## config.mk

```make
export PLATFORM = sky130hd
export DESIGN_NAME = inst_issue_queue
export DESIGN_NICKNAME = d
export VERILOG_FILES = /design/src/rtl/inst_issue_queue.sv
export SDC_FILE = /design/constraint.sdc
export NUM_CORES = 1
export LEC_CHECK = 0
export CAP_MARGIN = 20
export CORE_MARGIN = 2
export CORE_UTILIZATION = 59
export CTS_BUF_LIST = sky130_fd_sc_hd__clkbuf_8
export DETAILED_ROUTE_END_ITERATION = 10
export DONT_BUFFER_PORTS = 1
export PLACE_DENSITY = 0.78
export SLEW_MARGIN = 20
export SYNTH_ARGS = -nofsm -noshare
export SYNTH_HDL_FRONTEND = slang
export SYNTH_SLANG_ARGS = --single-unit
```

## constraint.sdc

```tcl
create_clock -name clk_i -period 2.8 [get_ports clk_i]
set_clock_uncertainty 0.15 [all_clocks]
set_input_delay 0.56 -clock clk_i [delete_from_list [all_inputs] [get_ports clk_i]]
set_output_delay 0.56 -clock clk_i [all_outputs]
set_load 0.01 [all_outputs]
```

## src/rtl/inst_issue_queue.sv

```systemverilog
// rtl/inst_issue_queue.sv - instruction FIFO feeding the add/sub/and pipeline
//
// Purpose: buffers 8-bit instructions {op,rs1,rs2,rd} and issues at most one
// per cycle on a registered inst port. A NOP bubble (8'h00) is issued whenever
// the queue is empty, held or flushed.
//
// Ports:
//   clk_i, rst_n_i     clock, asynchronous active-low reset
//   in_valid_i         push request
//   in_inst_i          instruction to push
//   in_ready_o         queue can accept this cycle (combinational)
//   hold_i             suppress issue this cycle
//   flush_i            synchronous discard of all queued entries
//   inst_o             registered instruction to pipeline
//   inst_valid_o       inst_o holds a dequeued entry (not a bubble)
//   count_o            entries currently stored, 0..DEPTH
//   full_o, empty_o    count_o == DEPTH / count_o == 0
//   issued_cnt_o       entries dequeued since reset, wrapping
module inst_issue_queue #(
   parameter int DEPTH = 4,
   parameter int AW    = 2,
   parameter int CNT_W = 16
) (
   input  logic             clk_i,
   input  logic             rst_n_i,
   input  logic             in_valid_i,
   input  logic [7:0]       in_inst_i,
   output logic             in_ready_o,
   input  logic             hold_i,
   input  logic             flush_i,
   output logic [7:0]       inst_o,
   output logic             inst_valid_o,
   output logic [AW:0]      count_o,
   output logic             full_o,
   output logic             empty_o,
   output logic [CNT_W-1:0] issued_cnt_o
);

   localparam logic [AW:0]   FULL_CNT = (AW+1)'(DEPTH);
   localparam logic [AW-1:0] PTR_ONE  = {{(AW-1){1'b0}}, 1'b1};

   logic [7:0]       mem_q [DEPTH];
   logic [AW-1:0]    wr_ptr_q, wr_ptr_d;
   logic [AW-1:0]    rd_ptr_q, rd_ptr_d;
   logic [AW:0]      count_q, count_d;
   logic [7:0]       inst_q, inst_d;
   logic             inst_valid_q, inst_valid_d;
   logic [CNT_W-1:0] issued_q, issued_d;
   logic             push, pop;

   assign full_o       = (count_q == FULL_CNT);
   assign empty_o      = (count_q == '0);
   // Full blocks pushes even when a pop frees a slot in the same cycle.
   assign in_ready_o   = !full_o && !flush_i;
   assign push         = in_valid_i && in_ready_o;
   assign pop          = !empty_o && !hold_i && !flush_i;

   assign inst_o       = inst_q;
   assign inst_valid_o = inst_valid_q;
   assign count_o      = count_q;
   assign issued_cnt_o = issued_q;

   always_comb begin
      wr_ptr_d     = wr_ptr_q;
      rd_ptr_d     = rd_ptr_q;
      count_d      = count_q;
      inst_d       = 8'h00;
      inst_valid_d = 1'b0;
      issued_d     = issued_q;
      if (flush_i) begin
         // Drop everything; the issued total survives a flush.
         wr_ptr_d = '0;
         rd_ptr_d = '0;
         count_d  = '0;
      end else begin
         if (push) begin
            wr_ptr_d = wr_ptr_q + PTR_ONE;
         end
         if (pop) begin
            rd_ptr_d     = rd_ptr_q + PTR_ONE;
            inst_d       = mem_q[rd_ptr_q];
            inst_valid_d = 1'b1;
            issued_d     = issued_q + {{(CNT_W-1){1'b0}}, 1'b1};
         end
         count_d = count_q + {{AW{1'b0}}, push} - {{AW{1'b0}}, pop};
      end
   end

   always_ff @(posedge clk_i or negedge rst_n_i) begin
      if (!rst_n_i) begin
         wr_ptr_q     <= '0;
         rd_ptr_q     <= '0;
         count_q      <= '0;
         inst_q       <= 8'h00;
         inst_valid_q <= 1'b0;
         issued_q     <= '0;
      end else begin
         wr_ptr_q     <= wr_ptr_d;
         rd_ptr_q     <= rd_ptr_d;
         count_q      <= count_d;
         inst_q       <= inst_d;
         inst_valid_q <= inst_valid_d;
         issued_q     <= issued_d;
      end
   end

   // Storage is not reset; only the pointers define which entries are live.
   always_ff @(posedge clk_i) begin
      if (push) begin
         mem_q[wr_ptr_q] <= in_inst_i;
      end
   end

endmodule

```

Yosys cells after proc, flatten, opt, wreduce, memory -nomap -nowiden

Memories as Yosys holds them, arrays and structs flattened.
Index checks and enable logic that the tools add are counted.

Register bits after elaboration: 32
Bits in writable memories: 32
Bits of input ports: 13
Output and inout bits: 31
Logic and storage cells: 37
Memories: 1

$add $sub $neg: 5
Equal/unequal tests: 1
Muxes and demuxes: 11
Bitwise gates (word level): 1
Reductions and logical operators: 12

Memory list:

| name  | words | width | read ports | clocked after Yosys merged registers in | write ports | line | text |
|---|---|---|---|---|---|---|---|
| mem_q | 4     | 8     | 1          | 0                                       | 1           | 42   | `logic [7:0] mem_q [DEPTH];` |

Operators with widths:

| kind                    | count |
|---|---|
| $add A16 B1 Y16 const B | 1 |
| $mux W8                 | 2 |
| $mux W2                 | 4 |
| $add A2 B1 Y2 const B   | 2 |
| $logic_and A1 B1 Y1     | 4 |
| $logic_not A1 Y1        | 4 |
| $mux W1                 | 4 |
| $reduce_bool A2 Y1      | 2 |
| $add A3 B1 Y3           | 1 |
| $eq A3 B3 Y1 const B    | 1 |
| $logic_not A3 Y1        | 1 |
| $mux W3                 | 1 |
| $sub A3 B1 Y3           | 1 |
| $reduce_and A2 Y1       | 1 |
| $not A1 Y1              | 1 |

Longest topological paths before layout

Depth in word-level cells: 7
Mapped depth: 10
Gate-level depth less buffers: 10

Least setup slack after synthesis

Ideal clock, no wire load.

Path type: input port to flip-flop
Start: input port flush_i
End: register count_q[2] (netlist: count_o[2])
Setup time: 0.133 ns
Arrival: 2.179 ns
Data required time: 2.517 ns
Path slack: 0.338 ns
Stages on the path: 10
Path through: buf_1 nor3b_2 inv_1 ha_1 inv_1 ha_1 inv_1 fa_1 xnor2_1 nor2_1

Word-level cells in the longest chain between the ends: 6
Elaborated cells between the ends (all ways): 7
Those cells by class: 2 x add/sub; 1 x mux; 4 x reduce/logical

Ends and longest elaborated chain:

| what                 | line   | text |
|---|---|---|
| start, declared      | 30     | `input logic flush_i,` |
| $logic_not A1 Y1     | 54, 56 |  |
| $logic_and A1 B1 Y1  | 54     | `assign in_ready_o = !full_o && !flush_i;` |
| $logic_and A1 B1 Y1  | 55     | `assign push = in_valid_i && in_ready_o;` |
| $add A3 B1 Y3        | 85     | `count_d = count_q + {{AW{1'b0}}, push} - {{AW{1'b0}}, pop};` |
| $sub A3 B1 Y3        | 85     |  |
| $mux W3 (*)          | 70     | `if (flush_i) begin` |
| named net count_d[2] | 45     | `logic [AW:0] count_q, count_d;` |
| end signal, assigned | 100    | `count_q <= count_d;` |
| end, declared        | 45     |  |

Mark *: on every way through the listed nets, which the timed path passes. The rest lies on a longest branch.
A chain may end at the register's enable or synchronous reset.

Worst setup path after layout

Start: register count_q[2] (netlist: count_o[2])
End: register count_q[2] (netlist: count_o[2])

Word-level cells in the longest chain between the ends: 7
Elaborated cells between the ends (all ways): 11
Those cells by class: 2 x add/sub; 1 x eq/ne; 1 x mux; 7 x reduce/logical

Ends and longest elaborated chain:

| what                 | line | text |
|---|---|---|
| $eq A3 B3 Y1         | 51   | `assign full_o = (count_q == FULL_CNT);` |
| named net full_o     | 34   | `output logic full_o,` |
| $logic_not A1 Y1     | 54   |  |
| $logic_and A1 B1 Y1  | 54   |  |
| $logic_and A1 B1 Y1  | 55   |  |
| $add A3 B1 Y3        | 85   |  |
| $sub A3 B1 Y3        | 85   |  |
| $mux W3              | 70   |  |
| named net count_d[2] | 45   |  |

The timed path passes the listed nets, and every way through them passes these cells.

==> key figures <==
Critical path
  – Critical Path Start Type: register
  – CP Data Required Time: 2860 ps
  – R2r startpoint: count_o[2]
  – CP endpoint kind: register
  – Crit path launch: count_o[2]
  – CP Class: register to register
  – Crit path max fanout: 7
  – CP Data Arrival Time: 2530 ps

Global routing
  – Vias in the first global route: 1454
  – First-pass GRT wire length: 6.89 mm
  – Gr usage total: 0.187
  – Grt total ovfl: 0
  – Initial antenna violation count: 0
  – Largest net degree at the start of global routing: 33

Timing
  – Fin crit period: 2470 ps
  – PnR worst setup slack: ~330 ps
  – Final Hold Viols: 0
  – Slew Viols, Final: 0
  – Setup TNS: 0 ps
  – Period utilisation layout: 0.881
  – Least-Margin Pin Slew: 683 ps
  – Unrepaired setup endpoints after global routing: no
  – Setup Viol. Count Final: 0
  – F_max: about 410 MHz
  – Slew headroom: 0.543

Yosys
  – Synth unique cells: 31
  – Sequential area share after synthesis: 0.669
  – Async set-reset flop share out of synthesis: 0.500
  – Mapped cell area: 2630 um2
  – Post-synth EDFFs: 32
  – Syn Nets: 187
  – Prevailing post-synth register cell: edfxtp_1
  – Yosys reg bits: 64
  – Yosys warns: 0
  – Avg Cell Area, Syn: 15.9 um2
  – Synthesized instance count: approximately 170

CTS
  – Cts bufs inserted: 9
  – Clock transition at path regs: 70 ps
  – Post-CTS Resized: 0
  – Worst-skew pair later-pin latency: around 320 ps
  – Post-CTS Setup Bufs: 0
  – H-tree Lvls: 3
  – Total clock sinks: 64
  – TritonCTS clock tree: done
  – Clock root cell: clkbuf_8
  – Clock buffer depth: 2
  – Hold buffers post-CTS: 2

Routing
  – WL per Instance: 18.4 um
  – DR vias/cell: 5.87
  – Initial DRC Count: 61
  – Pre-Repair DR Iteration Count: 4
  – Via Count: 1357
  – Antenna viol nets, final: 0
  – WL final: ~4.3 mm
  – Remaining DRCs: 0

Power
  – Sw Ratio: 0.265
  – Maximum VDD drop: 0.000676 V
  – Pwr Density: 866 nW/um2
  – Seq pwr share: 0.489
  – Pint: between 1.5 and 2 mW
  – Psw: ~670 uW
  – Clk pwr share: 0.359
  – Leak Pwr: 1.17 nW
  – Combinational share of power: 0.152

Placed design
  – Port Buffers: 0
  – Final HPWL DP: roughly 2.9 mm
  – Pre-CTS setup slack: just over 300 ps
  – Placed cells: 213
  – RD Place Congestion: ~0.75

Die
  – Num rows: 24
  – Core area: 4320 um2
  – Die Ht: 70.8 um
  – Die ar.: roughly 5000 um2
  – Chip width: a little over 70 um
  – Num ports: 44
  – Initial core utilization: 0.609

Layout
  – Post-Layout Cell Count: 231
  – Layout Utilization: 0.679
  – Nets@finish: 195
  – Layout cells sized above 1: 0.179
  – Antenna cell count: 0
  – Area Growth Syn to Fin: 11.5%

Status
  – Outcome: finished, final reports clean

Flow run
  – MaxCap Viol Count: 0

Worst hold path
  – Hold Path Class: input port to register
  – Worst Hold Launch: flush_i
state kept, by name, summed over array words and instances, names as in the netlist:
name          count
inst_o            8
rd_ptr_q          2
inst_valid_o      1
count_o           3
issued_cnt_o     16
wr_ptr_q          2
mem_q            32
Yosys cell counts, drive strengths merged (2+ instances only):
master,number,area share
nor2,5,0.0071
nor3b,3,0.012
edfxtp,32,0.36
mux4,8,0.068
nand2,2,0.0029
nor2b,2,0.0047
and4,3,0.010
nor3,3,0.012
dfrtp,32,0.30
inv,5,0.0071
nand3,4,0.0076
and3,4,0.0095
and2,15,0.036
clkbuf,2,0.0029
ha,7,0.033
nand4,9,0.021
buf,5,0.012
xnor2,17,0.057
xor2,2,0.0067
power groups by stage:
| stage | Combinational [mW] | Clock [mW] | Sequential, mW |
|---|---|---|---|
| final | 0.386 | 0.914 | 1.24 |
| after global routing | 0.437 | 0.964 | 1.26 |
| after CTS | 0.391 | 0.930 | 1.25 |
| after detailed placement | 0.369 | 0 | 1.27 |
| after global placement | 0.347 | 0 | 1.26 |
| after floorplan | 0.322 | 0 | 1.21 |
cells by family after synthesis:
group / count (synthesis) / share of synthesized area
flops: 64 / 0.669
simple gates: 51 / 0.125
xor+xnor: 19 / 0.0632
buf+inv: 12 / 0.0223
mux: 9 / 0.0727
fa+ha+maj: 8 / 0.0409
compound gates: 3 / 0.00665
worst max-delay path: stages (launching register included):
cell     delay, ps
dfrtp_1        450
nor3b_2        230
nor3b_2        330
inv_1           80
ha_1           290
inv_1           60
ha_1           120
inv_1           50
fa_1           370
xnor2_1        160
nor2_1          60
final cells by class:
class	instances	area [um2]
inverter	5	18.8
tap	52	65.1
multi-input combinational	90	813
timing repair buffer	4	45.0
fill	310	1390
clock buffer	9	124
sequential	64	1760
clock inverter	7	110
worst paths after layout:
kind	to	slack, ps	cells past startpoint
setup / recovery	count_o[2]	330	10
hold / removal	wr_ptr_q[0]	140	1
setup reg to reg	count_o[2]	330	10
hold reg to reg	issued_cnt_o[15]	380	1
max in group asynchronous	wr_ptr_q[1]	1760	2
min in group asynchronous	inst_o[4]	560	2
through the flow:
step           area, um2  power [mW]  hold slack (ps)
2_1_floorplan       2630        1.53              114
3_3_place_gp        2670        1.60              115
3_5_place_dp        2670        1.64              115
4_1_cts             2940        2.57              127
5_1_grt             2940        2.66              128
6_report            2940        2.54              139
metal layers:
layer  wire length (um)  global-route usage
met1               1640               0.215
met5                  0                   0
met3                370              0.0855
met4                 34              0.0692
met2               2210               0.308
cells in the final DEF (no fill, tap or decap):
master,synthesis,routed
dfrtp_1,32,32
edfxtp_1,32,32
xnor2_1,17,17
and2_1,15,15
nand4_1,9,9
clkbuf_8,0,9
mux4_2,8,8
ha_1,7,7
inv_1,5,5
nor2_1,5,5
and3_1,4,4
nand3_1,4,4
clkinv_2,0,4
and4_1,3,3
bufinv_16,0,3
nor3b_2,2,2
nor2b_1,2,2
xor2_1,2,2
nand2_1,2,2
buf_4,1,2
nor3_2,1,1
nor3_4,1,1
nor3_1,1,1
mux2_2,1,1
o21ai_0,1,1
or3_1,1,1
a21oi_1,1,1
o31ai_1,1,1
nor3b_1,1,1
fa_1,1,1
buf_12,0,1
dlygate4sd3_1,0,1
Power figures use the tool's default switching activity.
